**config.mk**
```make
export PLATFORM = sky130hd
export DESIGN_NAME = mem_access_unit
export DESIGN_NICKNAME = d
export VERILOG_FILES = /design/src/rtl/mem_access_unit.sv
export SDC_FILE = /design/constraint.sdc
export NUM_CORES = 1
export LEC_CHECK = 0
export CORE_AREA = 5 5 116 91
export CTS_BUF_LIST = sky130_fd_sc_hd__clkbuf_4 sky130_fd_sc_hd__clkbuf_8
export DETAILED_ROUTE_END_ITERATION = 8
export DIE_AREA = 0 0 121 96
export DONT_BUFFER_PORTS = 1
export HOLD_SLACK_MARGIN = 0.1
export PLACE_DENSITY = 0.83
export SETUP_SLACK_MARGIN = 0.02
export SYNTH_ARGS = -nofsm -noshare
export SYNTH_HDL_FRONTEND = slang
export SYNTH_SLANG_ARGS = --single-unit
```
**constraint.sdc**
```tcl
create_clock -name clk -period 3.9 [get_ports clk]
set_input_delay 0.195 -clock clk [delete_from_list [all_inputs] [get_ports clk]]
set_output_delay 0.195 -clock clk [all_outputs]
set_load 0.02 [all_outputs]
```
**src/rtl/mem_access_unit.sv**
```systemverilog
// MEM-stage data-memory access unit.
// Handshakes one load/store per instruction with dmem and stalls the pipe.
module mem_access_unit (
  input  logic        clk,
  input  logic        rst,
  input  logic [31:0] MEM_aluc,
  input  logic [31:0] MEM_rt_reg,
  input  logic [3:0]  MEM_mem_op,
  output logic        dmem_req,
  output logic        dmem_we,
  output logic [31:0] dmem_addr,
  output logic [31:0] dmem_wdata,
  output logic [3:0]  dmem_be,
  input  logic        dmem_ack,
  input  logic [31:0] dmem_rdata,
  output logic [31:0] MEM_DMEM,
  output logic        mem_stall,
  output logic        misalign
);

  typedef enum logic [1:0] {IDLE, BUSY, DONE} state_t;

  state_t      state, state_n;
  logic        is_word, is_half, is_byte;
  logic        is_load, is_store;
  logic        aligned, go, bad;
  logic [31:0] st_data;
  logic [3:0]  st_be;
  logic [3:0]  lat_op;
  logic [1:0]  lat_lane;
  logic        lat_load;
  logic [15:0] ld_half;
  logic [7:0]  ld_byte;
  logic [31:0] ld_data;

  // Decode access size and direction; codes 0 and 9-15 are no access.
  always_comb begin
    is_word  = 1'b0;
    is_half  = 1'b0;
    is_byte  = 1'b0;
    is_load  = 1'b0;
    is_store = 1'b0;
    unique case (MEM_mem_op)
      4'd1: begin is_word = 1'b1; is_load  = 1'b1; end
      4'd2,
      4'd3: begin is_half = 1'b1; is_load  = 1'b1; end
      4'd4,
      4'd5: begin is_byte = 1'b1; is_load  = 1'b1; end
      4'd6: begin is_word = 1'b1; is_store = 1'b1; end
      4'd7: begin is_half = 1'b1; is_store = 1'b1; end
      4'd8: begin is_byte = 1'b1; is_store = 1'b1; end
      default: ;
    endcase
  end

  // Alignment check plus lane-replicated store data and byte enables.
  always_comb begin
    aligned = 1'b1;
    st_data = {4{MEM_rt_reg[7:0]}};
    st_be   = 4'b0001 << MEM_aluc[1:0];
    unique case (1'b1)
      is_word: begin
        aligned = (MEM_aluc[1:0] == 2'b00);
        st_data = MEM_rt_reg;
        st_be   = 4'b1111;
      end
      is_half: begin
        aligned = ~MEM_aluc[0];
        st_data = {2{MEM_rt_reg[15:0]}};
        st_be   = MEM_aluc[1] ? 4'b1100 : 4'b0011;
      end
      default: ;
    endcase
    go  = (is_load | is_store) & aligned;
    bad = (is_load | is_store) & ~aligned;
  end

  // Lane select and extension of the returned read word.
  always_comb begin
    ld_half = lat_lane[1] ? dmem_rdata[31:16] : dmem_rdata[15:0];
    ld_byte = 8'(dmem_rdata >> {lat_lane, 3'b000});
    unique case (lat_op)
      4'd2:    ld_data = {{16{ld_half[15]}}, ld_half};
      4'd3:    ld_data = {16'h0000, ld_half};
      4'd4:    ld_data = {{24{ld_byte[7]}}, ld_byte};
      4'd5:    ld_data = {24'h000000, ld_byte};
      default: ld_data = dmem_rdata;
    endcase
  end

  // State register.
  always_ff @(posedge clk or posedge rst) begin
    if (rst) state <= IDLE;
    else     state <= state_n;
  end

  // Next state and the combinational stall.
  always_comb begin
    state_n   = state;
    mem_stall = 1'b0;
    unique case (state)
      IDLE: begin
        if (go) begin
          mem_stall = 1'b1;
          state_n   = BUSY;
        end
      end
      BUSY: begin
        mem_stall = 1'b1;
        if (dmem_ack) state_n = DONE;
      end
      DONE:    state_n = IDLE;
      default: state_n = IDLE;
    endcase
  end

  // Registered bus outputs, load result and fault pulse.
  always_ff @(posedge clk or posedge rst) begin
    if (rst) begin
      dmem_req   <= 1'b0;
      dmem_we    <= 1'b0;
      dmem_addr  <= '0;
      dmem_wdata <= '0;
      dmem_be    <= '0;
      MEM_DMEM   <= '0;
      misalign   <= 1'b0;
      lat_op     <= '0;
      lat_lane   <= '0;
      lat_load   <= 1'b0;
    end else begin
      misalign <= 1'b0;
      unique case (state)
        IDLE: begin
          if (go) begin
            dmem_req   <= 1'b1;
            dmem_we    <= is_store;
            dmem_addr  <= {MEM_aluc[31:2], 2'b00};
            dmem_wdata <= st_data;
            dmem_be    <= st_be;
            lat_op     <= MEM_mem_op;
            lat_lane   <= MEM_aluc[1:0];
            lat_load   <= is_load;
          end else if (bad) begin
            misalign <= 1'b1;
            if (is_load) MEM_DMEM <= '0;
          end
        end
        BUSY: begin
          if (dmem_ack) begin
            dmem_req <= 1'b0;
            if (lat_load) MEM_DMEM <= ld_data;
          end
        end
        default: ;
      endcase
    end
  end

endmodule

```
Yosys cells after proc, flatten, opt, wreduce, memory -nomap -nowiden

Index checks and enable logic that the tools add are counted.

Equality and inequality tests: 19
Shift operators: 2
Muxes and demuxes: 27
Bitwise operators: 5
Reduce and logical (&&, ||, !) cells: 11

Operator list:

| kind                                                                  | count |
|---|---|
| 32-bit 2-to-1 mux                                                     | 5 |
| 32-bit case mux with 2 select lines                                   | 2 |
| 32-bit case mux with 4 select lines                                   | 1 |
| 32-bit by 5-bit >> shifter with 8-bit output                          | 1 |
| 4-bit by 3-bit equality test with 1-bit output, second input constant | 6 |
| 4-bit by 2-bit equality test with 1-bit output, second input constant | 4 |
| 16-bit 2-to-1 mux                                                     | 1 |
| 2-bit inequality test, second input constant                          | 6 |
| 1-bit 2-to-1 mux                                                      | 10 |
| 4-bit case mux with 2 select lines                                    | 1 |
| 1-bit case mux with 2 select lines                                    | 3 |
| 6-bit AND reduction                                                   | 1 |
| 3-bit OR reduction                                                    | 2 |
| 5-bit OR reduction                                                    | 1 |
| 4-bit by 1-bit equality test with 1-bit output, second input constant | 1 |
| 4-bit equality test, second input constant                            | 1 |
| 2-bit logical NOT                                                     | 2 |
| 2-bit 2-to-1 mux                                                      | 2 |
| 4-bit 2-to-1 mux                                                      | 1 |
| 2-bit case mux with 2 select lines                                    | 1 |
| 2-bit AND reduction                                                   | 2 |
| 1-bit by 2-bit left shift with 4-bit output, first input constant     | 1 |
| 3-bit AND reduction                                                   | 1 |
| 1-bit AND                                                             | 2 |
| other kinds (5)                                                       | 6 |

Register bits: 110
Input bits: 103
Output and inout port bits: 104
Logic and storage cells: 75

Depth between registers and ports, before layout

Depth in word-level cells: 9
Depth in mapped cells: 8
Depth with buffers taken out: 5

Least setup slack after synthesis

OpenSTA, ideal clock, no wires.

Path type: in2reg
Start point: in MEM_mem_op[1]
End point: reg dmem_addr[10]
Library setup time: 125 ps
Arrival: 1571 ps
Slack: 2204 ps
Stages on the path: 7
Path buffers: 3
Path through: buf_4 nor3_1 a22oi_1 nor3_2 buf_6 buf_6 mux2_4

Cells in the longest elaborated chain, start to end: 6
Elaborated cells on any way between the ends: 20

Ends and longest elaborated chain:

| item                                                                          | RTL line | RTL |
|---|---|---|
| start: declaration                                                            | 8        | `input logic [3:0] MEM_mem_op,` |
| 4-bit by 3-bit equality test with 1-bit output, or another cell as far along  | 43       | `unique case (MEM_mem_op)` |
| 3-bit OR reduction (no line), or another cell as far along                    | --       |  |
| 1-bit 2-to-1 mux                                                              | 43       |  |
| 1-bit case mux with 2 select lines / 1-bit bitwise OR (equally long branches) | 61, 74   |  |
| 1-bit AND (*)                                                                 | 74       | `go = (is_load \| is_store) & aligned;` |
| 2-bit AND reduction (no line) (*)                                             | --       |  |
| end signal: assignment                                                        | 137      | `dmem_addr <= {MEM_aluc[31:2], 2'b00};` |
| end: declaration                                                              | 11       | `output logic [31:0] dmem_addr,` |

Mark *: on every way between the ends. The rest lies on a longest branch, timed or not.
A chain may end at the register's enable or synchronous reset.

Final worst setup path

Start point: reg state[1]
End point: reg MEM_DMEM[18]

Cells in the longest elaborated chain, start to end: 3
Elaborated cells on any way between the ends: 10

Ends and longest elaborated chain:

| item                                                                                       | RTL line | RTL |
|---|---|---|
| start: declaration                                                                         | 23       | `state_t state, state_n;` |
| start signal: assignment                                                                   | 94       | `else state <= state_n;` |
| 2-bit by 1-bit equality test with 1-bit output / 2-bit logical NOT (equally long branches) | 132      | `unique case (state)` |
| 2-bit inequality test (no line) / 2-bit nonzero test (equally long branches)               | --       |  |
| 6-bit AND reduction (no line)                                                              | --       |  |
| end signal: assignment                                                                     | 151      | `if (lat_load) MEM_DMEM <= ld_data;` |
| end: declaration                                                                           | 16       | `output logic [31:0] MEM_DMEM,` |

Parallel ways exist; a longest one is shown, timed or not.

==> reports/metrics.yaml <==
outcome:
  status: "completed"
critical_path:
  crit_slowest_cell: "nor2_1"
  worst_setup_path_start_kind: "register"
  path_max_fanout: 16
  cp_data_arrival_time_ns: 2.71
  critPathBufInv: 0
  reg2reg_to: "MEM_DMEM[18]$_DFFE_PP0P_"
  reg2reg_slack_ns: 1.46
  crit_chain: "nand4b_1 > nor2_1 > a22oi_1 > nand2_1"
  path_depth: 4
  rr_startpoint: "state[1]$_DFFE_PP0P_"
  crit_type: "register to register"
  worstPathRequired_ns: 4.18
  crit_family: "simple AND/OR/NAND/NOR gates"
  cp-end-kind: "register"
  ff2ff_path_depth: 4
  critPathMaxStageDelay_ns: 0.96
floorplanning:
  die_h_um: 96
  initial_core_util_pct: 57.7
  die-width_um: 121
  die_area_mm2: 0.0116
  pin_count: 207
  rows: 31
  core_area_mm2: 0.00935
timing:
  tightestPinTransition_ns: 0.991
  post-route-min-period_ns: 2.44
  setup_violations: 0
  maxSlewHeadroom_pct: 33.7
  whs_ns: 0.124
  tns_ns: 0
  fin_crit_sh_pct: 62.5
  finalMaxSlewViolations: 0
  fin_worst_skew_ns: 0.0132
  rsz0062_at_grt: "false"
  fmax_mhz: 410
  finalHoldViolCount: 0
power_and_ir_drop:
  p_per_area_mw_per_mm2: 764
  pwr-share-clk_pct: 15.3
  comb_power_share_pct: 28.3
  switchingPower_w: 0.00215
  ir_drop_v: 0.000381
  p_int_w: 0.00291
  seqPwrFrac_pct: 56.4
  p_leak_nw: 2.99
  switching_share_pct: 42.4
drt:
  routed_wl_um: 15200
  vias: 4091
  drc: 0
  wl_per_cell_um: 23.1
  drt_iter0_drc: 364
  avgViaCountPerCell: 6.20
  first_pass_iters: 5
  ant_nets: 0
clocking:
  cts.clk_slew.worst_paths_ns: 0.10
  cts_buffer_depth: 2
  clk_latency_ns: 0.36
  cts_num_sinks: 110
  tritoncts: "done"
  cts_buffers: 9
  post-cts-setup-buffers: 0
  clock-root-buffer: "clkbuf_8"
  htree_levels: 3
yosys:
  async_reset_ff_share_pct: 100
  synth_area_leaders: "dfrtp_1 (51%), mux2_4 (13%), mux2_2 (8.8%)"
  avgSynthCellArea_um2: 12.3
  synth.yosys.seq_area_share_pct: 51.1
  synth_ff_type: "dfrtp_1"
  synth_warnings: 0
  ys_ff_latch: 110
  syn_area_mm2: 0.00539
  ys_types: 41
  synth_top_cell_by_area: "dfrtp_1"
  synthDominantCellAreaShare_pct: 51.1
  syn_inst: 440
  synth_edf_count: 0
job:
  cap_violations: 0
place:
  numPortBuffers: 0
  placed_cell_area_mm2: 0.00544
  hpwlAfterDp_um: 9610
  finalWeightedCongestion: 0.818
final_layout:
  most-common-layout-cells: "dfrtp_1 (110), dlygate4sd3_1 (95), mux2_4 (46)"
  stdcell_area_mm2: 0.00663
  syn2layout_area_growth_pct: 22.9
  fin_util_pct: 70.9
  final_layout_size_suffix_gt1_share_pct: 21.2
  final_nets: 626
  antenna_cells: 0
  final_common_cell: "dfrtp_1"
min_path:
  holdPathEnd: "dmem_wdata[17]$_DFFE_PP0P_"
  hold_class: "input pin to register"
  hp-start: "MEM_rt_reg[1]"
  holdPathStages: 2
global_routing:
  grt-ovfl-total: 0
  antenna_found_initial: 0
  grt_use_total_pct: 26.1
  grt_pass1_wl_um: 23500
  grt_max_degree: 77
  grt_pass1_vias: 4348
[sequential cells by signal, summed over array words and instances, names as in the netlist]
name and cells:
dmem_be 4, lat_op 4, misalign 1, MEM_DMEM 32, state 2, lat_lane 2, dmem_addr 30, dmem_req 1
lat_load 1, dmem_we 1, dmem_wdata 32
[synth_stat cells (2+ instances only)]
cell type and n:
inv_1 8, a21oi_1 7, a22o_1 8, nand2_1 31, mux2_4 46, buf_4 3
buf_2 8, nor2_1 31, mux2_2 42, o22a_1 6, nor3_1 5, a211oi_1 9
nor2b_1 5, dfrtp_1 110, o21ai_0 21, a32o_1 6, a22oi_1 17, nand2b_1 6
mux2i_1 5, o21bai_1 9, buf_6 6, nand3b_1 3, a21boi_0 2, o22ai_1 6
clkbuf_1 12, a21o_1 12, nor3b_1 2
[per-stage QoR]
| stage | instances | setup WS (ns) | power (W) |
|---|---|---|---|
| after global routing | 660 | 1.32 | 0.00533 |
| after detailed placement | 549 | 1.59 | 0.00417 |
| after floorplan | 441 | 0.803 | 0.00384 |
| final | 660 | 1.46 | 0.00506 |
| after global placement | 549 | 1.70 | 0.00407 |
| after CTS | 658 | 1.61 | 0.00504 |
[logic make-up after synthesis]
logic type	count (synthesis)	share of synthesized area, %
DFF	110	51.1
buffers and inverters	37	3.81
AOI/OAI and AO/OA	110	14.6
and+or+nand+nor	88	7.52
muxes	94	22.9
other	1	0.0696
[layout make-up]
type                            count  area (µm²)
Clock inverter                      4        77.6
Inverter                            8        32.5
Clock buffer                       12         153
Fill cell                         647        2720
Sequential cell                   110        2750
Multi-Input combinational cell    294        2440
Timing Repair Buffer              100        1000
Tap cell                          132         165
[metal layers]
metal | wire length (µm) | GRT usage, % | vias up | share of wire (%)
met1 | 5590 | 30.2 | 2011 | 37
li1 | - | - | 1767 | -
met5 | 0 | 0 | - | 0
met2 | 7570 | 44.8 | 258 | 50
met3 | 1600 | 9.52 | 55 | 11
met4 | 464 | 10.3 | 0 | 3.0
[power by group through the flow]
stage	clock network (W)	registers (W)	logic [W]
2_1_floorplan	0	0.00260	0.00124
3_3_place_gp	0	0.00284	0.00123
3_5_place_dp	0	0.00286	0.00132
4_1_cts	0.000794	0.00285	0.00140
5_1_grt	0.000844	0.00293	0.00155
6_report	0.000775	0.00285	0.00143
[worst reg2reg max path, delay by kind of cell, from the launching register on]
| kind | cells | cell delay (ns) |
|---|---|---|
| compound gates | 1 | 0.22 |
| simple gates | 3 | 1.68 |
| flops | 1 | 0.46 |
[how the worst max path moves through the flow]
stage	start	to
after detailed placement	MEM_mem_op[0]	dmem_wdata[1]$_DFFE_PP0P_
after global routing	state[1]$_DFFE_PP0P_	MEM_DMEM[28]$_DFFE_PP0P_
after CTS	state[1]$_DFFE_PP0P_	MEM_DMEM[29]$_DFFE_PP0P_
final	state[1]$_DFFE_PP0P_	MEM_DMEM[18]$_DFFE_PP0P_
after global placement	MEM_mem_op[1]	dmem_wdata[17]$_DFFE_PP0P_
after floorplan	rst	MEM_DMEM[0]$_DFFE_PP0P_
[what timing repair did]
| action | CTS | global route |
|---|---|---|
| resized for setup | 0 | 0 |
| hold buffers | 93 | 2 |
| hold endpoints to repair | 175 | 1 |
Note: power is estimated with default switching activity, not from simulation.
